$ cat src/rtl/ica_cordic_pkg.sv
// Shared types and bundle layout for the ICA CORDIC channel arbiter.
// Bundle fields are packed LSB-first in the order listed below.
package ica_cordic_pkg;

    typedef enum logic [1:0] {
        ST_IDLE,
        ST_FLUSH,
        ST_OWN
    } state_t;

    localparam int OFF_VEC_EN  = 0;
    localparam int OFF_VEC_XIN = 1;

    function automatic int req_bus_w(input int dw, input int cs);
        return 4 * dw + cs + 6;
    endfunction

    function automatic int off_vec_yin(input int dw);
        return 1 + dw;
    endfunction

    function automatic int off_angle_calc_en(input int dw);
        return 1 + 2 * dw;
    endfunction

    function automatic int off_rot1_en(input int dw);
        return 2 + 2 * dw;
    endfunction

    function automatic int off_rot1_xin(input int dw);
        return 3 + 2 * dw;
    endfunction

    function automatic int off_rot1_yin(input int dw);
        return 3 + 3 * dw;
    endfunction

    function automatic int off_micro_rot(input int dw);
        return 3 + 4 * dw;
    endfunction

    function automatic int off_quad(input int dw, input int cs);
        return 3 + 4 * dw + cs;
    endfunction

    function automatic int off_angle_micro_rot_n(input int dw, input int cs);
        return 4 + 4 * dw + cs;
    endfunction

    function automatic int off_micro_rot_ext_vld(input int dw, input int cs);
        return 5 + 4 * dw + cs;
    endfunction

endpackage

$ cat src/rtl/ica_cordic_arbiter_rr_pick.sv
// Round-robin first-one finder: lowest-distance request at or after ptr.
// Purely combinational; result is one-hot or zero.
module ica_cordic_arbiter_rr_pick #(
    parameter int NUM_REQ = 3,
    localparam int PW = $clog2(NUM_REQ)
) (
    input  logic [NUM_REQ-1:0] req,
    input  logic [PW-1:0]      ptr,
    output logic [NUM_REQ-1:0] pick
);

    logic          found;
    logic [PW-1:0] idx;

    always_comb begin
        pick  = '0;
        found = 1'b0;
        idx   = '0;
        for (int k = 0; k < NUM_REQ; k++) begin
            idx = PW'((int'(ptr) + k) % NUM_REQ);
            if (!found && req[idx]) begin
                pick[idx] = 1'b1;
                found     = 1'b1;
            end
        end
    end

endmodule

$ cat src/rtl/ica_cordic_arbiter.sv
// Lock-until-release round-robin arbiter sharing one CORDIC wrapper channel.
// The wrapper is held in reset whenever no requester owns it.
module ica_cordic_arbiter
    import ica_cordic_pkg::*;
#(
    parameter int NUM_REQ       = 3,
    parameter int DATA_WIDTH    = 32,
    parameter int CORDIC_STAGES = 16,
    parameter int FLUSH_CYCLES  = 2,
    parameter int TIMEOUT       = 1024,
    localparam int REQ_BUS_W    = req_bus_w(DATA_WIDTH, CORDIC_STAGES),
    localparam int PW           = $clog2(NUM_REQ)
) (
    input  logic                         clk,
    input  logic                         reset,
    input  logic [NUM_REQ-1:0]           req,
    input  logic [NUM_REQ-1:0]           req_release,
    input  logic [NUM_REQ*REQ_BUS_W-1:0] req_bus,
    output logic [NUM_REQ-1:0]           gnt,
    output logic [NUM_REQ-1:0]           gnt_ready,
    output logic [REQ_BUS_W-1:0]         cordic_bus,
    output logic                         cordic_nrst,
    input  logic                         cordic_vec_opvld,
    input  logic                         cordic_rot1_opvld,
    output logic [NUM_REQ-1:0]           req_vec_opvld,
    output logic [NUM_REQ-1:0]           req_rot1_opvld,
    output logic                         timeout_err
);

    localparam int FW        = $clog2(FLUSH_CYCLES + 1);
    localparam int WW        = $clog2(TIMEOUT) + 1;
    localparam int ROT1_EN_O = off_rot1_en(DATA_WIDTH);

    state_t             state, state_nxt;
    logic [NUM_REQ-1:0] gnt_nxt, pick;
    logic [PW-1:0]      rr_ptr, rr_ptr_nxt, owner;
    logic [FW-1:0]      flush_cnt, flush_cnt_nxt;
    logic [WW-1:0]      wdog, wdog_nxt;
    logic               own, owner_req, owner_rel, active, wd_hit;

    ica_cordic_arbiter_rr_pick #(
        .NUM_REQ(NUM_REQ)
    ) u_rr_pick (
        .req (req),
        .ptr (rr_ptr),
        .pick(pick)
    );

    always_comb begin
        owner = '0;
        for (int i = 0; i < NUM_REQ; i++) begin
            if (gnt[i]) owner = PW'(i);
        end
    end

    assign own = (state == ST_OWN);

    // Non-owner slices never reach the wrapper; bus idles at zero.
    always_comb begin
        cordic_bus = '0;
        if (own) begin
            for (int i = 0; i < NUM_REQ; i++) begin
                if (gnt[i]) cordic_bus = req_bus[i*REQ_BUS_W +: REQ_BUS_W];
            end
        end
    end

    assign owner_req = |(req & gnt);
    assign owner_rel = |(req_release & gnt);
    assign active    = cordic_bus[OFF_VEC_EN] | cordic_bus[ROT1_EN_O]
                     | cordic_vec_opvld | cordic_rot1_opvld;
    assign wd_hit    = own && (wdog == WW'(TIMEOUT));

    assign gnt_ready      = own ? gnt : '0;
    assign cordic_nrst    = own;
    assign timeout_err    = wd_hit;
    assign req_vec_opvld  = gnt & {NUM_REQ{cordic_vec_opvld}};
    assign req_rot1_opvld = gnt & {NUM_REQ{cordic_rot1_opvld}};

    always_comb begin
        state_nxt     = state;
        gnt_nxt       = gnt;
        rr_ptr_nxt    = rr_ptr;
        flush_cnt_nxt = flush_cnt;
        wdog_nxt      = '0;
        unique case (state)
            ST_IDLE: begin
                if (|req) begin
                    gnt_nxt       = pick;
                    flush_cnt_nxt = '0;
                    state_nxt     = ST_FLUSH;
                end
            end
            ST_FLUSH: begin
                if (flush_cnt == FW'(FLUSH_CYCLES - 1)) begin
                    state_nxt = ST_OWN;
                end else begin
                    flush_cnt_nxt = flush_cnt + 1'b1;
                end
            end
            ST_OWN: begin
                if (owner_rel || !owner_req || wd_hit) begin
                    state_nxt  = ST_IDLE;
                    gnt_nxt    = '0;
                    rr_ptr_nxt = (owner == PW'(NUM_REQ - 1)) ? '0 : owner + 1'b1;
                end else begin
                    wdog_nxt = active ? '0 : wdog + 1'b1;
                end
            end
            default: begin
                state_nxt = ST_IDLE;
                gnt_nxt   = '0;
            end
        endcase
    end

    always_ff @(posedge clk) begin
        if (reset) begin
            state     <= ST_IDLE;
            gnt       <= '0;
            rr_ptr    <= '0;
            flush_cnt <= '0;
            wdog      <= '0;
        end else begin
            state     <= state_nxt;
            gnt       <= gnt_nxt;
            rr_ptr    <= rr_ptr_nxt;
            flush_cnt <= flush_cnt_nxt;
            wdog      <= wdog_nxt;
        end
    end

endmodule
$ cat config.mk
export PLATFORM = sky130hd
export DESIGN_NAME = ica_cordic_arbiter
export DESIGN_NICKNAME = d
export VERILOG_FILES = /design/src/rtl/ica_cordic_pkg.sv /design/src/rtl/ica_cordic_arbiter_rr_pick.sv /design/src/rtl/ica_cordic_arbiter.sv
export SDC_FILE = /design/constraint.sdc
export NUM_CORES = 1
export LEC_CHECK = 0
export ABC_CLOCK_PERIOD_IN_PS = 2100
export BUFFER_PORTS_ARGS = -buffer_cell sky130_fd_sc_hd__buf_4
export CORE_AREA = 5 5 240 242
export CTS_CLUSTER_SIZE = 40
export DETAILED_ROUTE_END_ITERATION = 8
export DIE_AREA = 0 0 245 247
export GPL_ROUTABILITY_DRIVEN = 1
export PLACE_DENSITY = 0.32
export SYNTH_ARGS = -nofsm -noshare
export SYNTH_HDL_FRONTEND = slang
export SYNTH_SLANG_ARGS = --single-unit
$ cat constraint.sdc
create_clock -name clk -period 2.1 [get_ports clk]
set_input_delay 0.21 -clock clk [delete_from_list [all_inputs] [get_ports clk]]
set_output_delay 0.21 -clock clk [all_outputs]
set_load 0.005 [all_outputs]
==> results.toml, run 1 <==
[run_status]
status = "completed"

[cts]
cts_made_buffers = 3
clockBufferDepth = 2
cts_tree = "yes"
clkTransAtPathRegs_ns = 0.06
insertion_delay_ns = 0.25
htreeDepth = 1
cts.sinks = 20
root_buffer = "clkbuf_16"

[die]
initial_core_util_pct = 8.146
die-area_mm2 = 0.06052
coreArea_mm2 = 0.05488
die_w_um = 245
die_h_um = 247
rows = 86
io_pins = 624

[cells_and_area]
fill_cells = 6348
fin_nets = 1744
final_util_pct = 18.93
multi_input_area_mm2 = 0.003646
synthToLayoutAreaGrowth_pct = 132.4
drive_gt1_share_pct = 54.39
register_area_um2 = 407.9

[sta]
hold_violations = 0
layout_min_cycle_time_ns = 2.023
setup_tns_ns = 0
max_freq_ghz = 0.4943
worstMarginPinSlew_ns = 0.4867
rsz0062_at_grt = "no"
setup_violations = 0
min_period_over_period_pct = 96.34
drv_slew = 0
relSlewSlack_pct = 67.30
fin_skew_ns = 0.003632

[logic_synthesis]
yosysWarnings = 0
ys_async_sr_fraction_pct = 0
synth-edff-count = 0
yosys.area_share.simple_pct = 22.00
yosysMostFrequentCell = "nor2_1"
muxShareOfSynthArea_pct = 0.8956
synth_area_mm2 = 0.004471
yosysSeqAreaShare_pct = 8.956
synth_top_area_share_pct = 33.36
yosysUniqueCellTypes = 47
synth_xor_area_share_pct = 1.763
syn_inst = 693
synthTopCellsByArea = "a221o_1 (33%), o21ai_1 (16%), nor2_1 (14%)"
synth_top_area_cell = "a221o_1"
synth_common_cells = "nor2_1 (167), a221o_1 (149), o21ai_1 (147)"
synth_flop_cell = "dfxtp_1"
syn-mean-instance-area_um2 = 6.451
synth_nets = 1160
synthAdderAreaFrac_pct = 1.959
synth_compound_area_share_pct = 54.55
ys_ff_latch = 20
synth_top_family_by_area = "compound AO/OA/AOI/OAI gates"

[pwr]
comb_power_share_pct = 69.7
swShare_pct = 34.96
power_frac_clock_pct = 15.2
p_sw_uw = 934.0
p_per_area_mw_per_mm2 = 257.2
seqPwrFrac_pct = 15.1
internal_power_uw = 1737
peakVddDrop_uv = 258.8
p_leak_uw = 0.004623

[global_route]
antenna_found_initial = 12
grt_pass1_vias = 8252
grt_max_degree = 65
grt_pass1_wl_mm = 58.44
track_usage_pct = 12.74
gr-total-overflow = 0

[worst_setup_path]
crit_path_start_kind = "flop"
path_delay_family = "buffers and inverters"
r2r-end = "gnt[0]$_SDFFE_PP0P_"
path_class = "flop to primary output"
max_stage_delay_ns = 0.43
crit_top_cell = "buf_4"
critPathBufInv = 4
cpMaxStageDelayCell = "dfxtp_4"
critPathMaxFanout = 34
rr_startpoint = "rr_ptr[0]$_SDFFE_PP0P_"
rrSetupSlack_ns = 0.21
endpoint_kind = "primary output"
cp_cell_sequence = "buf_4 -> buf_12 -> buf_4 -> a221o_1 -> o21ai_1 -> nor2_1 -> buf_4"
critical_path_required_ns = 1.89
crit_arrival_ns = 1.81
ff2ff_path_depth = 7

[placement]
gp_congestion = 0.8356
port_buffers = 623
dp_hpwl_mm = 35.58

[drt]
drtIter0Drc = 286
vias = 8110
dr.pass1.iters = 5
detail_route.vias_per_cell = 4.077
drcViolationCount = 0
drt-total-wl_mm = 43.90
drtAntennaViolNets = 0
wl_per_cell_um = 22.07

[worst_hold_path]
timing.hold.worst_endpoint = "gnt[2]$_SDFFE_PP0P_"
hold_path_class = "input port to flop"
hold_depth = 2
min_from = "reset"

[run]
drv_cap = 0
placed cells by master (no fill, tap or decap), types with 2 or more instances in the layout:
cell | Yosys | layout
ha_1 | 7 | 7
clkbuf_16 | 0 | 5
a221oi_1 | 2 | 2
nor4_1 | 2 | 2
a31oi_1 | 3 | 3
buf_16 | 0 | 2
a21oi_1 | 4 | 4
a21boi_1 | 2 | 2
buf_12 | 0 | 14
nand2b_1 | 5 | 4
nor2_1 | 167 | 166
diode_2 | 0 | 9
nand3_1 | 6 | 6
xor2_1 | 4 | 4
a32oi_1 | 2 | 2
xnor2_1 | 5 | 5
inv_1 | 13 | 13
dfxtp_4 | 0 | 2
o21ai_2 | 2 | 2
nor2_2 | 10 | 11
o32ai_1 | 2 | 2
o21ai_1 | 147 | 147
and3_1 | 5 | 5
nor4b_1 | 2 | 2
nor3_1 | 4 | 4
mux2i_1 | 4 | 4
and2_1 | 9 | 9
dfxtp_1 | 20 | 18
o21ai_0 | 6 | 6
buf_4 | 1 | 650
nand2_1 | 5 | 5
a221o_1 | 149 | 149
layout make-up:
class / count / area share, %
Antenna cell: 9 / 0.2168
Clock buffer: 3 / 0.7226
Clock inverter: 1 / 0.03613
Inverter: 14 / 0.5299
Multi-Input combinational cell: 569 / 35.10
Sequential cell: 20 / 3.926
Tap cell: 704 / 8.479
Timing Repair Buffer: 669 / 50.99
sequential cells by signal, summed over array words and instances, names as in the netlist:
signal	cells
state	2
flush_cnt	2
rr_ptr	2
wdog	11
gnt	3
how the worst max path moves through the flow:
stage	startpoint	endpoint	slack, ns	depth (start not counted)
floorplan	rr_ptr[0]$_SDFFE_PP0P_	gnt[0]$_SDFFE_PP0P_	0.32	8
global placement	rr_ptr[0]$_SDFFE_PP0P_	gnt[0]$_SDFFE_PP0P_	0.21	7
detailed placement	rr_ptr[0]$_SDFFE_PP0P_	gnt[0]$_SDFFE_PP0P_	0.20	7
CTS	gnt[1]$_SDFFE_PP0P_	cordic_bus[102]	0.01	7
global route	gnt[1]$_SDFFE_PP0P_	cordic_bus[14]	0.003	7
finish	gnt[1]$_SDFFE_PP0P_	cordic_bus[139]	0.08	7
repair_timing:
item,4_1_cts,5_1_grt
cloned,1,2
hold buffers,0,0
endpoints found under the hold margin,0,0
setup buffers,1,4
gates resized for setup,2,1
setup endpoints to repair,3,69
power groups by stage:
stage | Sequential, µW | Combinational (µW) | Clock, µW
3_3_place_gp | 416 | 1800 | 0
6_report | 405 | 1860 | 405
2_1_floorplan | 408 | 761 | 0
3_5_place_dp | 417 | 1800 | 0
4_1_cts | 408 | 1840 | 417
5_1_grt | 407 | 2020 | 436
cell families after synthesis:
logic type	Yosys count
AO/OA/AOI/OAI	326
AND/OR/NAND/NOR	223
buffers and inverters	104
flip-flops	20
XOR/XNOR	9
adder cells (fa/ha/maj)	7
multiplexers	4
per-stage QoR:
stage / setup slack, ns / hold WS (ns) / instance area [µm²] / std cells / power [µW]
floorplan: 0.3152 / 0.3884 / 4471 / 693 / 1169
global placement: 0.2074 / 0.4751 / 10150 / 1968 / 2212
detailed placement: 0.1961 / 0.4863 / 10150 / 1968 / 2220
CTS: 0.01459 / 0.2265 / 10280 / 1974 / 2661
global route: 0.002971 / 0.2307 / 10390 / 1988 / 2866
finish: 0.07696 / 0.2450 / 10390 / 1989 / 2672
layer usage:
metal  track usage (%)  wire length [µm]  vias up
met2             23.21             22910      416
met3             3.837              3753       35
met1             14.59             16220     3810
met4             3.119               997        2
met5                 0                 7        -
li1                  -                 -     3847
Power figures use the tool's default switching activity.
==> inputs of run 2 (changes only) <==
--- a/config.mk
+++ b/config.mk
@@ -5,12 +5,13 @@
 export SDC_FILE = /design/constraint.sdc
 export NUM_CORES = 1
 export LEC_CHECK = 0
+export ABC_AREA = 1
 export ABC_CLOCK_PERIOD_IN_PS = 2100
 export BUFFER_PORTS_ARGS = -buffer_cell sky130_fd_sc_hd__buf_4
-export CORE_AREA = 5 5 240 242
+export CORE_AREA = 5 5 242 244
 export CTS_CLUSTER_SIZE = 40
 export DETAILED_ROUTE_END_ITERATION = 8
-export DIE_AREA = 0 0 245 247
+export DIE_AREA = 0 0 247 249
 export GPL_ROUTABILITY_DRIVEN = 1
 export PLACE_DENSITY = 0.32
 export SYNTH_ARGS = -nofsm -noshare
==> results.toml, run 2 <==
[run_status]
status = "completed"

[cts]
root_buffer = "clkbuf_16"
insertion_delay_ns = 0.26
htreeDepth = 1
cts_tree = "yes"
clkTransAtPathRegs_ns = 0.06
cts.sinks = 20
clockBufferDepth = 2
cts_made_buffers = 3
postCtsHoldBufs = 0

[worst_setup_path]
critPathMaxFanout = 53
critical_path_required_ns = 1.89
crit_arrival_ns = 1.82
endpoint_kind = "primary output"
path_class = "flop to primary output"
crit_path_start_kind = "flop"

[pwr]
p_sw_uw = 883.0
p_per_area_mw_per_mm2 = 227.5
peakVddDrop_uv = 267.1
power_frac_clock_pct = 18.9
comb_power_share_pct = 64.0
seqPwrFrac_pct = 17.0
swShare_pct = 37.26
internal_power_uw = 1487
p_leak_uw = 0.004377

[sta]
relSlewSlack_pct = 71.47
setup_tns_ns = 0
hold_violations = 0
fin_skew_ns = 0.004586
layout_min_cycle_time_ns = 2.028
max_freq_ghz = 0.4930
hold_slack_ns = 0.2006
worstMarginPinSlew_ns = 0.4279
rsz0062_at_grt = "no"
drv_slew = 0
setup_violations = 0
min_period_over_period_pct = 96.59

[logic_synthesis]
synth_common_cells = "nand2_1 (364), nand3_1 (168), a31oi_1 (149)"
synth_top_area_share_pct = 30.00
synth_flop_cell = "dfxtp_1"
synth_top_area_cell = "nand2_1"
yosysSeqAreaShare_pct = 8.791
synth-edff-count = 0
ys_async_sr_fraction_pct = 0
synth_nets = 1364
yosysWarnings = 0
ys_ff_latch = 20
yosysUniqueCellTypes = 31
syn-mean-instance-area_um2 = 5.077
synth_area_mm2 = 0.004554
syn_inst = 897
synthTopCellsByArea = "nand2_1 (30%), a31oi_1 (20%), nand3_1 (18%)"
yosysMostFrequentCell = "nand2_1"

[run]
drv_cap = 0

[cells_and_area]
register_area_um2 = 409.1
multi_input_area_mm2 = 0.003623
synthToLayoutAreaGrowth_pct = 128.8
instances_no_fill = 2237
fin_nets = 1946
reg_top3 = "wdog x11, gnt x3"
largest_reg_flops = 11
drive_gt1_share_pct = 46.68
final_cell_mix = "buf_4 (645), nand2_1 (362), nand3_1 (167)"
layout_commonest_cell = "buf_4"
fill_cells = 6560
top_register = "wdog"

[drt]
wl_per_cell_um = 20.22
drtAntennaViolNets = 0
vias = 8943
drtIter0Drc = 409
dr.pass1.iters = 5
drcViolationCount = 0
drt-total-wl_mm = 45.22
detail_route.vias_per_cell = 3.998

[global_route]
grt_pass1_wl_mm = 61.87
antenna_found_initial = 11
grt_pass1_vias = 9191
gr-total-overflow = 0
track_usage_pct = 13.09
grt_max_degree = 76

[die]
die-area_mm2 = 0.06150
io_pins = 624
initial_core_util_pct = 8.124
die_h_um = 249
coreArea_mm2 = 0.05606
die_w_um = 247
rows = 87

[placement]
port_buffers = 623
dp_hpwl_mm = 37.15
gp_congestion = 0.8643
dp.cells = 2226

[worst_hold_path]
hold_path_class = "input port to flop"
-- run 2: cell count changes in the layout (fill, tap and decap cells not counted), moves of 5 or more --
cell | previous run | this run
o21ai_1 | 147 | 0
a21oi_1 | 4 | 9
nor2_1 | 166 | 25
a31oi_1 | 3 | 147
inv_1 | 13 | 34
buf_4 | 650 | 645
buf_12 | 14 | 7
nand3_1 | 6 | 167
and2_1 | 9 | 0
nand2_1 | 5 | 362
a221o_1 | 149 | 0
diode_2 | 9 | 3
nor2_2 | 11 | 2
-- run 2: cells by family (layout without fill, tap and decap cells) --
| group | Yosys count | in the layout | share of synthesized area (%) |
|---|---|---|---|
| buffers and inverters | 124 | 705 | 12.25 |
| xor gates and xnor gates | 3 | 3 | 0.5770 |
| DFF | 20 | 20 | 8.791 |
| and+or+nand+nor | 578 | 578 | 54.01 |
| other | 0 | 3 | 0 |
| adders and majority gates | 7 | 7 | 1.923 |
| AOI/OAI and AO/OA | 165 | 165 | 22.45 |
-- run 2: final timing paths --
path / startpoint / to / slack, ns / cells after the start
setup reg to reg: rr_ptr[0]$_SDFFE_PP0P_ / gnt[1]$_SDFFE_PP0P_ / 0.34 / 12
setup / recovery: gnt[2]$_SDFFE_PP0P_ / cordic_bus[68] / 0.07 / 5
hold reg to reg: wdog[10]$_SDFF_PP0_ / wdog[10]$_SDFF_PP0_ / 0.47 / 2
hold / removal: reset / gnt[0]$_SDFFE_PP0P_ / 0.20 / 2
-- run 2: layer usage --
| layer | vias to the layer above | routed length (µm) | track usage, % |
|---|---|---|---|
| met5 | - | 10 | 0 |
| met4 | 2 | 937 | 2.997 |
| met3 | 47 | 3877 | 3.466 |
| met2 | 450 | 22640 | 23.73 |
| met1 | 4200 | 17750 | 15.30 |
| li1 | 4244 | - | - |
-- run 2: cell type report --
class / count / area share, %
Antenna cell: 3 / 0.07206
Tap cell: 756 / 9.079
Multi-Input combinational cell: 753 / 34.78
Clock buffer: 4 / 0.8527
Timing Repair Buffer: 662 / 49.79
Sequential cell: 20 / 3.927
Inverter: 39 / 1.501
-- run 2: power by group through the flow --
stage | sequential, µW | clock (µW) | combinational (µW)
4_1_cts | 403 | 459 | 1480
6_report | 403 | 449 | 1520
3_5_place_dp | 411 | 0 | 1460
3_3_place_gp | 411 | 0 | 1460
2_1_floorplan | 408 | 0 | 490
5_1_grt | 406 | 476 | 1650
-- run 2: per-stage QoR --
stage               power [µW]  setup slack [ns]  cell area (µm²)  utilization (%)
CTS                       2341         -0.008834            10300            18.38
floorplan                897.3            0.6235             4554                -
finish                    2370           0.07160            10420            18.58
detailed placement        1873            0.1770            10180            18.15
global placement          1872            0.1935            10180            18.15
global route              2530          0.007280            10420            18.58
-- run 2: worst max-delay path, cell delays in order, from the launching register on --
cell and delay, ns:
dfxtp_4 0.36, buf_12 0.26, buf_6 0.25, nand2_1 0.15
a31oi_2 0.30, buf_4 0.17
-- run 2: what timing repair did --
item                       4_1_cts  5_1_grt
buffers inserted                 0        2
pin swaps                        0        1
cloned                           0        2
resized for setup                7        8
setup endpoints to repair        6       49
==> inputs of run 3 (changes only) <==
--- a/config.mk
+++ b/config.mk
@@ -8,12 +8,13 @@
 export ABC_AREA = 1
 export ABC_CLOCK_PERIOD_IN_PS = 2100
 export BUFFER_PORTS_ARGS = -buffer_cell sky130_fd_sc_hd__buf_4
-export CORE_AREA = 5 5 242 244
+export CORE_AREA = 5 5 236 238
 export CTS_CLUSTER_SIZE = 40
 export DETAILED_ROUTE_END_ITERATION = 8
-export DIE_AREA = 0 0 247 249
+export DIE_AREA = 0 0 241 243
 export GPL_ROUTABILITY_DRIVEN = 1
-export PLACE_DENSITY = 0.32
+export PLACE_DENSITY = 0.33
 export SYNTH_ARGS = -nofsm -noshare
 export SYNTH_HDL_FRONTEND = slang
+export SYNTH_HIERARCHICAL = 1
 export SYNTH_SLANG_ARGS = --single-unit
==> results.toml, run 3 <==
[logic_synthesis]
synth_flop_cell = "dfxtp_1"
synth_area_mm2 = 0.004606
synthTopCellsByArea = "nand2_1 (29%), a31oi_1 (20%), nand3_1 (18%)"
yosysSeqAreaShare_pct = 8.693
yosysWarnings = 6
ys_async_sr_fraction_pct = 0
synth-edff-count = 0
synth_top_area_share_pct = 28.85
ys_ff_latch = 20
synth_common_cells = "nand2_1 (354), nand3_1 (169), a31oi_1 (148)"
synth_nets = 1366
yosysMostFrequentCell = "nand2_1"
yosysUniqueCellTypes = 29
synth_top_area_cell = "nand2_1"
syn_inst = 899
syn-mean-instance-area_um2 = 5.123

[die]
initial_core_util_pct = 8.627
die-area_mm2 = 0.05856
die_h_um = 243
io_pins = 624
coreArea_mm2 = 0.05339
die_w_um = 241
rows = 85

[drt]
wl_per_cell_um = 19.99
detail_route.vias_per_cell = 4.035
vias = 8776
drt-total-wl_mm = 43.48
dr.pass1.iters = 5
drtIter0Drc = 381
drcViolationCount = 0
drtAntennaViolNets = 0

[sta]
fin_skew_ns = 0.004585
hold_violations = 0
setup_violations = 0
max_freq_ghz = 0.4891
layout_min_cycle_time_ns = 2.045
relSlewSlack_pct = 68.35
min_period_over_period_pct = 97.36
drv_slew = 0
setup_tns_ns = 0
hold_slack_ns = 0.1920
worstMarginPinSlew_ns = 0.4748
rsz0062_at_grt = "yes"

[worst_setup_path]
ff2ff_path_depth = 13
path_class = "flop to primary output"
rr_startpoint = "rr_ptr[0]$_SDFFE_PP0P_"
r2r-end = "gnt[2]$_SDFFE_PP0P_"
critPathMaxFanout = 36
rrSetupSlack_ns = 0.32
crit_path_start_kind = "flop"
crit_arrival_ns = 1.83
critical_path_required_ns = 1.89
endpoint_kind = "primary output"

[pwr]
p_leak_uw = 0.004490
peakVddDrop_uv = 234.7
p_per_area_mw_per_mm2 = 309.3
power_uw = 3207

[placement]
dp_hpwl_mm = 34.90
dp.cells = 2160
port_buffers = 623
postPlaceCellArea_mm2 = 0.01013
gp_congestion = 0.8954

[cts]
cts_made_buffers = 3
cts_tree = "yes"
clkTransAtPathRegs_ns = 0.06
insertion_delay_ns = 0.25
clockBufferDepth = 2
root_buffer = "clkbuf_16"
htreeDepth = 1
cts.sinks = 20

[global_route]
track_usage_pct = 13.23
grt_pass1_vias = 9075
antenna_found_initial = 10
grt_pass1_wl_mm = 59.48
grt_max_degree = 83
gr-total-overflow = 0

[worst_hold_path]
hold_path_class = "input port to flop"
timing.hold.worst_endpoint = "state[1]$_SDFFE_PP0P_"
hold_depth = 2
min_from = "reset"

[cells_and_area]
drive_gt1_share_pct = 46.09
final_cell_mix = "buf_4 (633), nand2_1 (354), nand3_1 (168)"
instances_no_fill = 2175
top_register = "wdog"
reg_top3 = "wdog x11, gnt x3"
fin_area_mm2 = 0.01037
largest_reg_flops = 11
layout_commonest_cell = "buf_4"
fill_cells = 6199
synthToLayoutAreaGrowth_pct = 125.1
fin_nets = 1939

[run]
drv_cap = 0

[run_status]
status = "completed"
==> run 3: cell count changes in the layout (fill, tap and decap cells not counted), sizes merged, moves of 3 or more <==
| cell | change |
|---|---|
| a21oi | -3 |
| inv | +6 |
| buf | -11 |
| nor3 | -3 |
| nor2 | +11 |
| xor2 | +3 |
| nand2 | -6 |
| diode | +5 |
==> run 3: final cells by class <==
class | count | area [µm²] | area share [%]
clock buffers | 4 | 100.1 | 0.9654
inverters | 44 | 165.2 | 1.593
well taps | 696 | 870.8 | 8.399
repair buffers | 651 | 5145 | 49.62
multi-input cells | 752 | 3660 | 35.30
diodes | 8 | 20.02 | 0.1931
flip-flops and latches | 20 | 407.9 | 3.934
==> run 3: layer usage <==
layer	vias up	wire length, µm	GRT usage, %
met4	0	818	3.701
met2	395	23930	26.19
met3	28	3492	2.724
met1	4116	15240	13.84
met5	-	0	0
li1	4237	-	-
==> run 3: power breakdown <==
group	switching, µW	internal, µW	total (µW)
clock network	155	330	486
registers	30.4	400	431
logic	1230	1060	2290
total	1410	1790	3210
==> run 3: logic make-up after synthesis <==
logic type      count (synthesis)  synth area share [%]
compound gates                161                 21.81
xor+xnor                        7                 1.331
fa+ha+maj                       7                 1.902
buf+inv                       127                 12.66
flops                          20                 8.693
simple gates                  577                 53.60
==> run 3: through the flow <==
stage / setup slack, ns / util (%)
2_1_floorplan: 0.5470 / -
3_3_place_gp: 0.1997 / 18.98
3_5_place_dp: 0.1909 / 18.98
4_1_cts: -0.002500 / 19.28
5_1_grt: -0.03927 / 19.42
6_report: 0.05543 / 19.42
==> run 3: how the worst max path moves through the flow <==
| stage | end | depth (start not counted) | startpoint | slack, ns |
|---|---|---|---|---|
| 6_report | cordic_bus[90] | 7 | gnt[1]$_SDFFE_PP0P_ | 0.06 |
| 5_1_grt | cordic_bus[79] | 7 | gnt[1]$_SDFFE_PP0P_ | -0.04 |
| 4_1_cts | cordic_bus[32] | 7 | gnt[1]$_SDFFE_PP0P_ | -0.003 |
| 3_5_place_dp | cordic_bus[90] | 6 | gnt[1]$_SDFFE_PP0P_ | 0.19 |
| 3_3_place_gp | cordic_bus[90] | 6 | gnt[1]$_SDFFE_PP0P_ | 0.20 |
| 2_1_floorplan | gnt[2]$_SDFFE_PP0P_ | 13 | rr_ptr[0]$_SDFFE_PP0P_ | 0.55 |
==> run 3: timing repair <==
action	CTS	global route
buffers inserted	1	0
hold buffers	0	0
gates resized for setup	1	5
pin swaps	1	0
endpoints found under the setup margin	5	23
cloned	1	1
==> run 3: critical path, cell delays in order (launching register included) <==
cell,delay [ns]
dfxtp_1,0.39
inv_2,0.10
nor2_8,0.12
buf_12,0.21
buf_12,0.22
nand2_1,0.08
a31oi_2,0.22
buf_4,0.16
